### config.mk
export PLATFORM = sky130hd
export DESIGN_NAME = uart_tx_fifo
export DESIGN_NICKNAME = d
export VERILOG_FILES = /design/src/rtl/uart_tx_fifo.sv
export SDC_FILE = /design/constraint.sdc
export NUM_CORES = 1
export LEC_CHECK = 0
export CAP_MARGIN = 10
export CORE_MARGIN = 2
export CORE_UTILIZATION = 60
export CTS_CLUSTER_SIZE = 8
export DETAILED_ROUTE_END_ITERATION = 10
export HOLD_SLACK_MARGIN = 0.03
export PLACE_DENSITY = 0.79
export SKIP_LAST_GASP = 1
export SYNTH_ARGS = -nofsm -noshare
export SYNTH_HDL_FRONTEND = slang
export SYNTH_SLANG_ARGS = --single-unit
### constraint.sdc
create_clock -name clk -period 2.9 [get_ports clk]
set_input_delay 0.58 -clock clk [delete_from_list [all_inputs] [get_ports clk]]
set_output_delay 0.58 -clock clk [all_outputs]
set_load 0.01 [all_outputs]
### src/rtl/uart_tx_fifo.sv
// uart_tx_fifo: 8N1 UART transmitter fed by a byte FIFO.
// Ports: clk, rst (sync, active high), tx_data_i/tx_valid_i/tx_ready_o push port,
//        fifo_count_o (queued bytes), busy_o (frame on line or FIFO non-empty), TX (idle high).
module uart_tx_fifo #(
    parameter int CLKS_PER_BIT = 5208,
    parameter int FIFO_DEPTH   = 8
) (
    input  logic                        clk,
    input  logic                        rst,
    input  logic [7:0]                  tx_data_i,
    input  logic                        tx_valid_i,
    output logic                        tx_ready_o,
    output logic [$clog2(FIFO_DEPTH):0] fifo_count_o,
    output logic                        busy_o,
    output logic                        TX
);
    localparam int AW = $clog2(FIFO_DEPTH);
    localparam int CW = $clog2(CLKS_PER_BIT);
    localparam logic [CW-1:0] BIT_LAST = CW'(CLKS_PER_BIT - 1);
    localparam logic [AW:0]   FULL     = (AW + 1)'(FIFO_DEPTH);

    typedef enum logic [1:0] {
        IDLE,
        START,
        DATA,
        STOP
    } state_t;

    state_t        state_q, state_d;
    logic [CW-1:0] cnt_q, cnt_d;
    logic [2:0]    idx_q, idx_d;
    logic [7:0]    shift_q, shift_d;
    logic          tx_q, tx_d;

    logic [7:0]    mem [FIFO_DEPTH];
    logic [AW-1:0] wptr_q, rptr_q;
    logic [AW:0]   count_q;
    logic          push, pop, bit_done;

    // Ready comes from the registered count only, so a pop in the
    // same cycle never opens a slot for a push into a full FIFO.
    assign tx_ready_o   = count_q < FULL;
    assign push         = tx_valid_i & tx_ready_o;
    assign bit_done     = cnt_q == BIT_LAST;
    assign fifo_count_o = count_q;
    assign busy_o       = (state_q != IDLE) | (count_q != '0);
    assign TX           = tx_q;

    always_ff @(posedge clk) begin
        if (push) begin
            mem[wptr_q] <= tx_data_i;
        end
    end

    always_ff @(posedge clk) begin
        if (rst) begin
            wptr_q  <= '0;
            rptr_q  <= '0;
            count_q <= '0;
        end else begin
            if (push) begin
                wptr_q <= wptr_q + 1'b1;
            end
            if (pop) begin
                rptr_q <= rptr_q + 1'b1;
            end
            case ({push, pop})
                2'b10:   count_q <= count_q + 1'b1;
                2'b01:   count_q <= count_q - 1'b1;
                default: count_q <= count_q;
            endcase
        end
    end

    always_ff @(posedge clk) begin
        if (rst) begin
            state_q <= IDLE;
            cnt_q   <= '0;
            idx_q   <= '0;
            shift_q <= '0;
            tx_q    <= 1'b1;
        end else begin
            state_q <= state_d;
            cnt_q   <= cnt_d;
            idx_q   <= idx_d;
            shift_q <= shift_d;
            tx_q    <= tx_d;
        end
    end

    // tx_d is the level for the current state; registering it delays
    // every bit by one cycle but keeps TX glitch-free.
    always_comb begin
        state_d = state_q;
        cnt_d   = cnt_q + 1'b1;
        idx_d   = idx_q;
        shift_d = shift_q;
        tx_d    = 1'b1;
        pop     = 1'b0;
        unique case (state_q)
            IDLE: begin
                cnt_d = '0;
                if (count_q != '0) begin
                    pop     = 1'b1;
                    shift_d = mem[rptr_q];
                    state_d = START;
                end
            end
            START: begin
                tx_d = 1'b0;
                if (bit_done) begin
                    cnt_d   = '0;
                    idx_d   = '0;
                    state_d = DATA;
                end
            end
            DATA: begin
                tx_d = shift_q[0];
                if (bit_done) begin
                    cnt_d   = '0;
                    shift_d = {1'b0, shift_q[7:1]};
                    idx_d   = idx_q + 3'd1;
                    if (idx_q == 3'd7) begin
                        state_d = STOP;
                    end
                end
            end
            STOP: begin
                if (bit_done) begin
                    cnt_d = '0;
                    // Chain straight into the next start bit when data waits.
                    if (count_q != '0) begin
                        pop     = 1'b1;
                        shift_d = mem[rptr_q];
                        state_d = START;
                    end else begin
                        state_d = IDLE;
                    end
                end
            end
            default: state_d = IDLE;
        endcase
    end
endmodule

==> summary.md, run 1 <==
| Metric | Value |
|---|---|
| Status | completed |
| Slowest stage delay, CP | roughly 440 ps |
| Clock buffer depth | 2 |
| P_leak | ~0.0017 uW |
| Routability cong. | about 0.8 |
| # diodes | 0 |
| Final wirelength | ~7.7 mm |
| Crit path cell chain | inv_1, ha_1, or2_1, nor2_2, ha_2, xor2_1, ha_1, a21oi_1, xor2_1, or3_1, a21oi_1 |
| Number of global-route vias before repair | ~2700 |
| CTS tree | done |
| Initial core utilization | about three fifths |
| Worst setup path category | reg2reg |
| Vias per inst | 5.77 |
| Worst setup margin | 307 ps |
| Worst hold path type | reg2reg |
| Synth Register Bits | 104 |
| CP Max Fanout | 7 |
| IO Count | 18 |
| Fin nets | approximately 380 |
| Die Wd | between 90 and 100 um |
| Clock latency on the worst-skew pair | roughly 370 ps |
| Yosys top cell area share | between 40% and 50% |
| Routed Antenna Nets | 0 |
| Global-route wire length before repair | ~13 mm |
| PwrDens | 813 nW/um^2 |
| Maxcap violations | 0 |
| Drt first-iter violations | around 130 |
| WHS Path Cells | 1 |
| Setup WS pre-CTS | between 200 and 250 ps |
| DRC violations left | 0 |
| Clock sink total | approximately 100 |
| CTS H-tree depth | 3 |
| Relative slew margins | 52.0% |
| Critical Path AT | around 2900 ps |
| CP max stage cell | dfxtp_1 |
| Synth area leader | edfxtp_1 |
| Avg Inst Size Synth | roughly 14 um^2 |
| Clock transition at path regs | between 100 and 150 ps |
| Layout cells sized above 1 | roughly 14% |
| Post-synth ARST share | 0% |
| Period utilisation layout | between 80% and 90% |
| Overflow after GRT | 0 |
| Peak supply drop | 550 uV |
| Die area | slightly above 8000 um^2 |
| Final worst path period need | about 2600 ps |
| Antenna violations before repair | 0 |
| DR vias | ~2600 |
| Cells after Synth | roughly 320 |
| Rows | 31 |
| Largest net degree at the start of global routing | 23 |
| Layout area overhead | 11.7% |
| Startpoint Class | flop |
| Area contributors post-synth | edfxtp_1, dfxtp_1, mux4_1 |
| Worst Max-Slew Pin Slew | a little over 700 ps |
| RSZ-0062 raised after global routing | no |
| Post-Syn Nets | around 350 |
| Hold buffers post-CTS | 0 |
| Required @ worst endpoint | 3210 ps |
| Clock Skew | 11.6 ps |
| Synth warn | 0 |
| Num CTS Buffers | 9 |
| Endpoint type of the worst setup path | flop |
| Max Fclk | 0.386 GHz |
| Setup Viol. Count Final | 0 |
| Core area | 7250 um^2 |
| Post-synth EDFFs | 64 |
| Final Max Slew Viols | 0 |
| Post-layout instance area | between 5000 and 6000 um^2 |
| Total GRT Usage | about a fifth |
| Final HPWL DP | 5.12 mm |
| PortBufs | 17 |
| Final-report hold violation count | 0 |
| Ys flop type | edfxtp_1 |
| R2R depth | 11 |
| Post-Syn Area | 4480 um^2 |
| Cell Area, Placed | around 4800 um^2 |
| Post-synth cell types | between 50 and 60 |
| Clock Root Buffer | clkbuf_8 |
| Die H | between 90 and 100 um |
| Wire length per cell | between 15 and 20 um |
| Sequential share of the synthesized area | slightly above 60% |
| Dpl cells | between 400 and 500 |
| Setup TNS Final | 0 ps |
| Final non-filler cell total | 457 |
| Detailed Routing Iterations Pass 1 | 5 |
[cell type report]
type,instances,area [um^2]
Timing Repair Buffer,30,268
Multi-Input combinational cell,192,1620
Clock buffer,9,124
Sequential cell,104,2720
Fill cell,500,2240
Clock inverter,7,88.8
Tap cell,99,124
Inverter,16,60.1
[critical path: cells and delay by family (launching register included)]
kind,cells,cell delay (ps)
xor gates and xnor gates,2,300
buffers and inverters,1,120
DFF,1,440
and+or+nand+nor,3,750
adders and majority gates,3,720
AOI/OAI and AO/OA,2,190
[cells in the mapped netlist (all sizes together), types with 2 or more instances]
| cell type | n |
|---|---|
| mux2 | 2 |
| a21oi | 19 |
| o31ai | 4 |
| edfxtp | 64 |
| mux2i | 3 |
| or2 | 4 |
| nand4 | 2 |
| buf | 7 |
| inv | 16 |
| xor2 | 7 |
| mux4 | 16 |
| nand2 | 7 |
| ha | 14 |
| xnor2 | 9 |
| and4bb | 3 |
| o22a | 7 |
| or3 | 4 |
| and3 | 3 |
| o21ai | 8 |
| nand3 | 9 |
| nor2 | 35 |
| a32o | 7 |
| nor3 | 8 |
| dfxtp | 40 |
| nor4 | 2 |
| nand2b | 5 |
| clkbuf | 5 |
[flip-flops by register name (all words and copies together) (netlist names), named ones only]
signal        count
rptr_q            3
mem              64
fifo_count_o      4
wptr_q            3
cnt_q            13
TX                1
state_q           2
idx_q             3
shift_q           8
[metal layers]
metal,track usage [%],wire (um)
met3,4.59,230
met5,0,0
met2,34.3,3840
met1,27.3,3550
met4,6.79,105
[timing repair]
action,in CTS,in global routing
setup buffers,0,0
gates resized for setup,0,4
setup endpoints to repair,0,1
[worst paths after layout]
path,start,slack [ps],to
max reg2reg,state_q[0],310,fifo_count_o[2]
min reg2reg,cnt_q[0],470,cnt_q[0]
min,cnt_q[0],470,cnt_q[0]
max,state_q[0],310,fifo_count_o[2]
[layout by cell type (no fill, tap or decap), drive strengths merged, types with 2 or more instances in the layout]
master	instances
nand2	7
nand3	9
mux2i	3
xnor2	9
clkinv	2
mux4	16
dfxtp	40
ha	14
o31ai	4
o22a	7
nor3	8
and4bb	3
a21oi	19
buf	13
inv	21
nor4	2
clkbuf	9
nand2b	5
a32o	7
mux2	2
clkdlybuf4s50	17
xor2	7
nand4	2
or3	4
edfxtp	64
or2	4
and3	3
o21ai	8
nor2	35
[where the power goes]
group | switching, uW | leakage [uW] | internal, uW | total, uW
logic | 677 | 0.000681 | 627 | 1300
clock network | 569 | 0.000107 | 356 | 925
registers | 114 | 0.000907 | 1730 | 1850
total | 1360 | 0.00169 | 2720 | 4080
[per-stage QoR]
step           hold WS (ps)  utilization, %  power, uW
2_1_floorplan           437               -       2840
3_3_place_gp            448            66.0       3130
3_5_place_dp            455            66.0       3180
4_1_cts                 481            69.0       4100
5_1_grt                 501            69.1       4340
6_report                475            69.1       4080
[logic make-up after synthesis]
family / Yosys count / share of synthesized area [%]
buffers and inverters: 28 / 3.26
multiplexers: 21 / 10.0
flip-flops: 104 / 60.7
AND/OR/NAND/NOR: 87 / 10.3
XOR/XNOR: 16 / 3.13
AO/OA/AOI/OAI: 54 / 8.65
adder cells (fa/ha/maj): 14 / 3.91
Note: power is estimated with default switching activity, not from simulation.
==> inputs of run 2 (changes only) <==
--- a/config.mk
+++ b/config.mk
@@ -5,6 +5,7 @@
 export SDC_FILE = /design/constraint.sdc
 export NUM_CORES = 1
 export LEC_CHECK = 0
+export ABC_CLOCK_PERIOD_IN_PS = 2900
 export CAP_MARGIN = 10
 export CORE_MARGIN = 2
 export CORE_UTILIZATION = 60
==> results of run 2 <==
Final layout, timing and power as in run 1 (identical DEF).
==> inputs of run 3 (changes only) <==
--- a/config.mk
+++ b/config.mk
@@ -5,14 +5,15 @@
 export SDC_FILE = /design/constraint.sdc
 export NUM_CORES = 1
 export LEC_CHECK = 0
-export ABC_CLOCK_PERIOD_IN_PS = 2900
+export ABC_CLOCK_PERIOD_IN_PS = 2200
 export CAP_MARGIN = 10
 export CORE_MARGIN = 2
-export CORE_UTILIZATION = 60
+export CORE_UTILIZATION = 57
 export CTS_CLUSTER_SIZE = 8
 export DETAILED_ROUTE_END_ITERATION = 10
+export DONT_BUFFER_PORTS = 1
 export HOLD_SLACK_MARGIN = 0.03
-export PLACE_DENSITY = 0.79
+export PLACE_DENSITY = 0.75
 export SKIP_LAST_GASP = 1
 export SYNTH_ARGS = -nofsm -noshare
 export SYNTH_HDL_FRONTEND = slang
==> constraint.sdc (replaced) <==
create_clock -name clk -period 2.2 [get_ports clk]
set_input_delay 0.44 -clock clk [delete_from_list [all_inputs] [get_ports clk]]
set_output_delay 0.44 -clock clk [all_outputs]
set_load 0.01 [all_outputs]
==> summary.md, run 3 (same netlist as run 1, synthesis figures left out) <==
| Metric | Value |
|---|---|
| Period utilisation layout | 105% (+15 points) |
| Most flop-heavy register | mem |
| Rows | 32 (+3.2%) |
| Required @ worst endpoint | 2490 ps (-720 ps) |
| Routability cong. | 0.810 (-1.1%) |
| Worst Max-Slew Pin Slew | 599 ps (-120 ps) |
| WHS Path Cells | 1 (unchanged) |
| Clock group share of total power | 21.1% (-1.6 points) |
| Initial core utilization | 58.3% (-3.5 points) |
| Final wirelength | 8.19 mm (+6.0%) |
| Detailed Routing Iterations Pass 1 | 4 (-1) |
| Clock sink total | 104 (unchanged) |
| Relative slew margins | 59.8% (+7.8 points) |
| Clock latency on the worst-skew pair | 370 ps (about the same) |
| Levels on crit path | 11 (unchanged) |
| CTS tree | done |
| Overflow after GRT | 0 (unchanged) |
| Core area | 7690 um^2 (+6.0%) |
| RSZ-0062 raised after global routing | yes |
| Layout cells sized above 1 | 22.9% (+8.6 points) |
| Maxcap violations | 0 (unchanged) |
| Internal | 3700 uW (+36%) |
| Clock Root Buffer | clkbuf_8 |
| Clock buffer depth | 2 (unchanged) |
| Num CTS Buffers | 9 (unchanged) |
| Hold buffers post-CTS | 0 (unchanged) |
| Global-route wire length before repair | 13.5 mm (+3.8%) |
| Die area | 8590 um^2 (+5.0%) |
| Setup Viol. Count Final | 2 (+2) |
| Critical Path AT | 2600 ps (-300 ps) |
| Biggest regs | mem (64), cnt_q (13), shift_q (8) |
| Endpoint type of the worst setup path | flop |
| Worst setup margin | -107 ps (-413 ps) |
| Routed Antenna Nets | 0 (unchanged) |
| DRC violations left | 0 (unchanged) |
| Layout area overhead | 13.4% |
| Clock transition at path regs | 110 ps (about the same) |
| CP Max Fanout | 4 (-3) |
| Gate power share | 35.6% (+3.6 points) |
| Worst setup path category | reg2reg |
| Hold_ws | 133 ps (-342 ps) |
| PortBufs | 0 (-17) |
| Final core occ | 66.1% (-2.9 points) |
| Sequential group share of total power | 43.2% (-2.1 points) |
| Slowest stage delay, CP | 350 ps (-90 ps) |
| Drt first-iter violations | 111 (-13%) |
| Startpoint Class | flop |
| Number of global-route vias before repair | 2653 (-0.49%) |
| Fin nets | 387 (+2.4%) |
| Final-report hold violation count | 0 (unchanged) |
| Max Fclk | 0.434 GHz (+12%) |
| Die Wd | 92.7 um (+2.5%) |
| Clock Skew | 16.4 ps (+4.74 ps) |
| P_sw | 1840 uW (+35%) |
| Failing checks | negative setup slack |
| # diodes | 0 (unchanged) |
| Final HPWL DP | 5.43 mm (+6.1%) |
| Total GRT Usage | 20.8% (+0.10 points) |
| CP max stage cell | dfxtp_2 |
| Largest net degree at the start of global routing | 33 (+43%) |
| IO Count | 18 (unchanged) |
| PwrDens | 1090 nW/um^2 (+34%) |
| Worst hold path type | in2reg |
| Status | complete, but fails checks |
| Max reg flops | 64 (unchanged) |
| WP buf/inv | 1 (unchanged) |
| P_leak | 0.00177 uW (+4.3%) |
| Peak supply drop | 585 uV (+6.3%) |
| Cell family with most CP delay | simple AND/OR/NAND/NOR gates |
| Switch share | 33.2% (-0.17 points) |
| R2R depth | 11 (unchanged) |
| CTS H-tree depth | 3 (unchanged) |
| Commonest non-fill, non-tap cell in the layout | edfxtp_1 |
| Antenna violations before repair | 0 (unchanged) |
| Vias per inst | 5.72 (-0.82%) |
| Crit path cell chain | inv_2, ha_4, or2_1, nor2_2, ha_2, xor2_1, ha_2, a21oi_1, xor2_1, or3_1, a21oi_2 |
| Die H | 92.7 um (+2.5%) |
| Final Max Slew Viols | 0 (unchanged) |
| Final worst path period need | 2310 ps (-287 ps) |
| DR vias | 2684 (+1.8%) |
| Most frequent cells in the layout | edfxtp_1, buf_4, dfxtp_1, nor2_1, a21oi_1 |
| Setup TNS Final | -117 ps (-117 ps) |
| Wire length per cell | 17.5 um (+3.3%) |
## run 3: cell types whose count changed in the layout (fill, tap and decap cells not counted), sizes merged
cell           before  now
clkinv              2    4
clkdlybuf4s50      17    0
buf                13   39
inv                21   19
## run 3: metrics by stage
stage / instance area, um^2 / setup WS [ps] / instances / power (uW)
after floorplan: 4530 / -120 / 324 / 3820
after global placement: 4870 / 8.24 / 452 / 4320
after detailed placement: 4870 / -69.3 / 452 / 4390
after CTS: 5080 / -84.2 / 469 / 5580
after global routing: 5080 / -257 / 469 / 5890
final: 5080 / -107 / 469 / 5540
## run 3: path summary, 6_finish.rpt
check | startpoint | endpoint | slack, ps
setup / recovery | state_q[0] | fifo_count_o[2] | -110
hold / removal | rst | idx_q[0] | 130
setup reg to reg | state_q[0] | fifo_count_o[2] | -110
hold reg to reg | rptr_q[2] | rptr_q[2] | 480
## run 3: power by group through the flow
stage               registers, uW  clock network, uW  logic, uW
detailed placement           2440                  0       1940
floorplan                    2470                  0       1350
CTS                          2400               1210       1980
finish                       2400               1170       1980
global placement             2430                  0       1890
global route                 2420               1280       2190
## run 3: cell type report
type	instances	area, um^2
inverter	16	60.1
tap	102	128
sequential	104	2730
clock inverter	7	81.3
timing repair buffer	39	305
clock buffer	9	124
multi-input combinational	192	1660
fill	571	2600
## run 3: routing by layer
metal | share of wire (%) | up-vias | GRT usage (%)
li1 | - | 1301 | -
met3 | 4.1 | 9 | 4.96
met2 | 50 | 45 | 34.9
met4 | 0.93 | 0 | 5.88
met1 | 45 | 1329 | 27.2
met5 | 0 | - | 0
## run 3: what timing repair did
action | CTS | global route
resized for setup | 0 | 1
pin swaps | 2 | 1
endpoints found under the setup margin | 2 | 2
setup buffers | 1 | 0
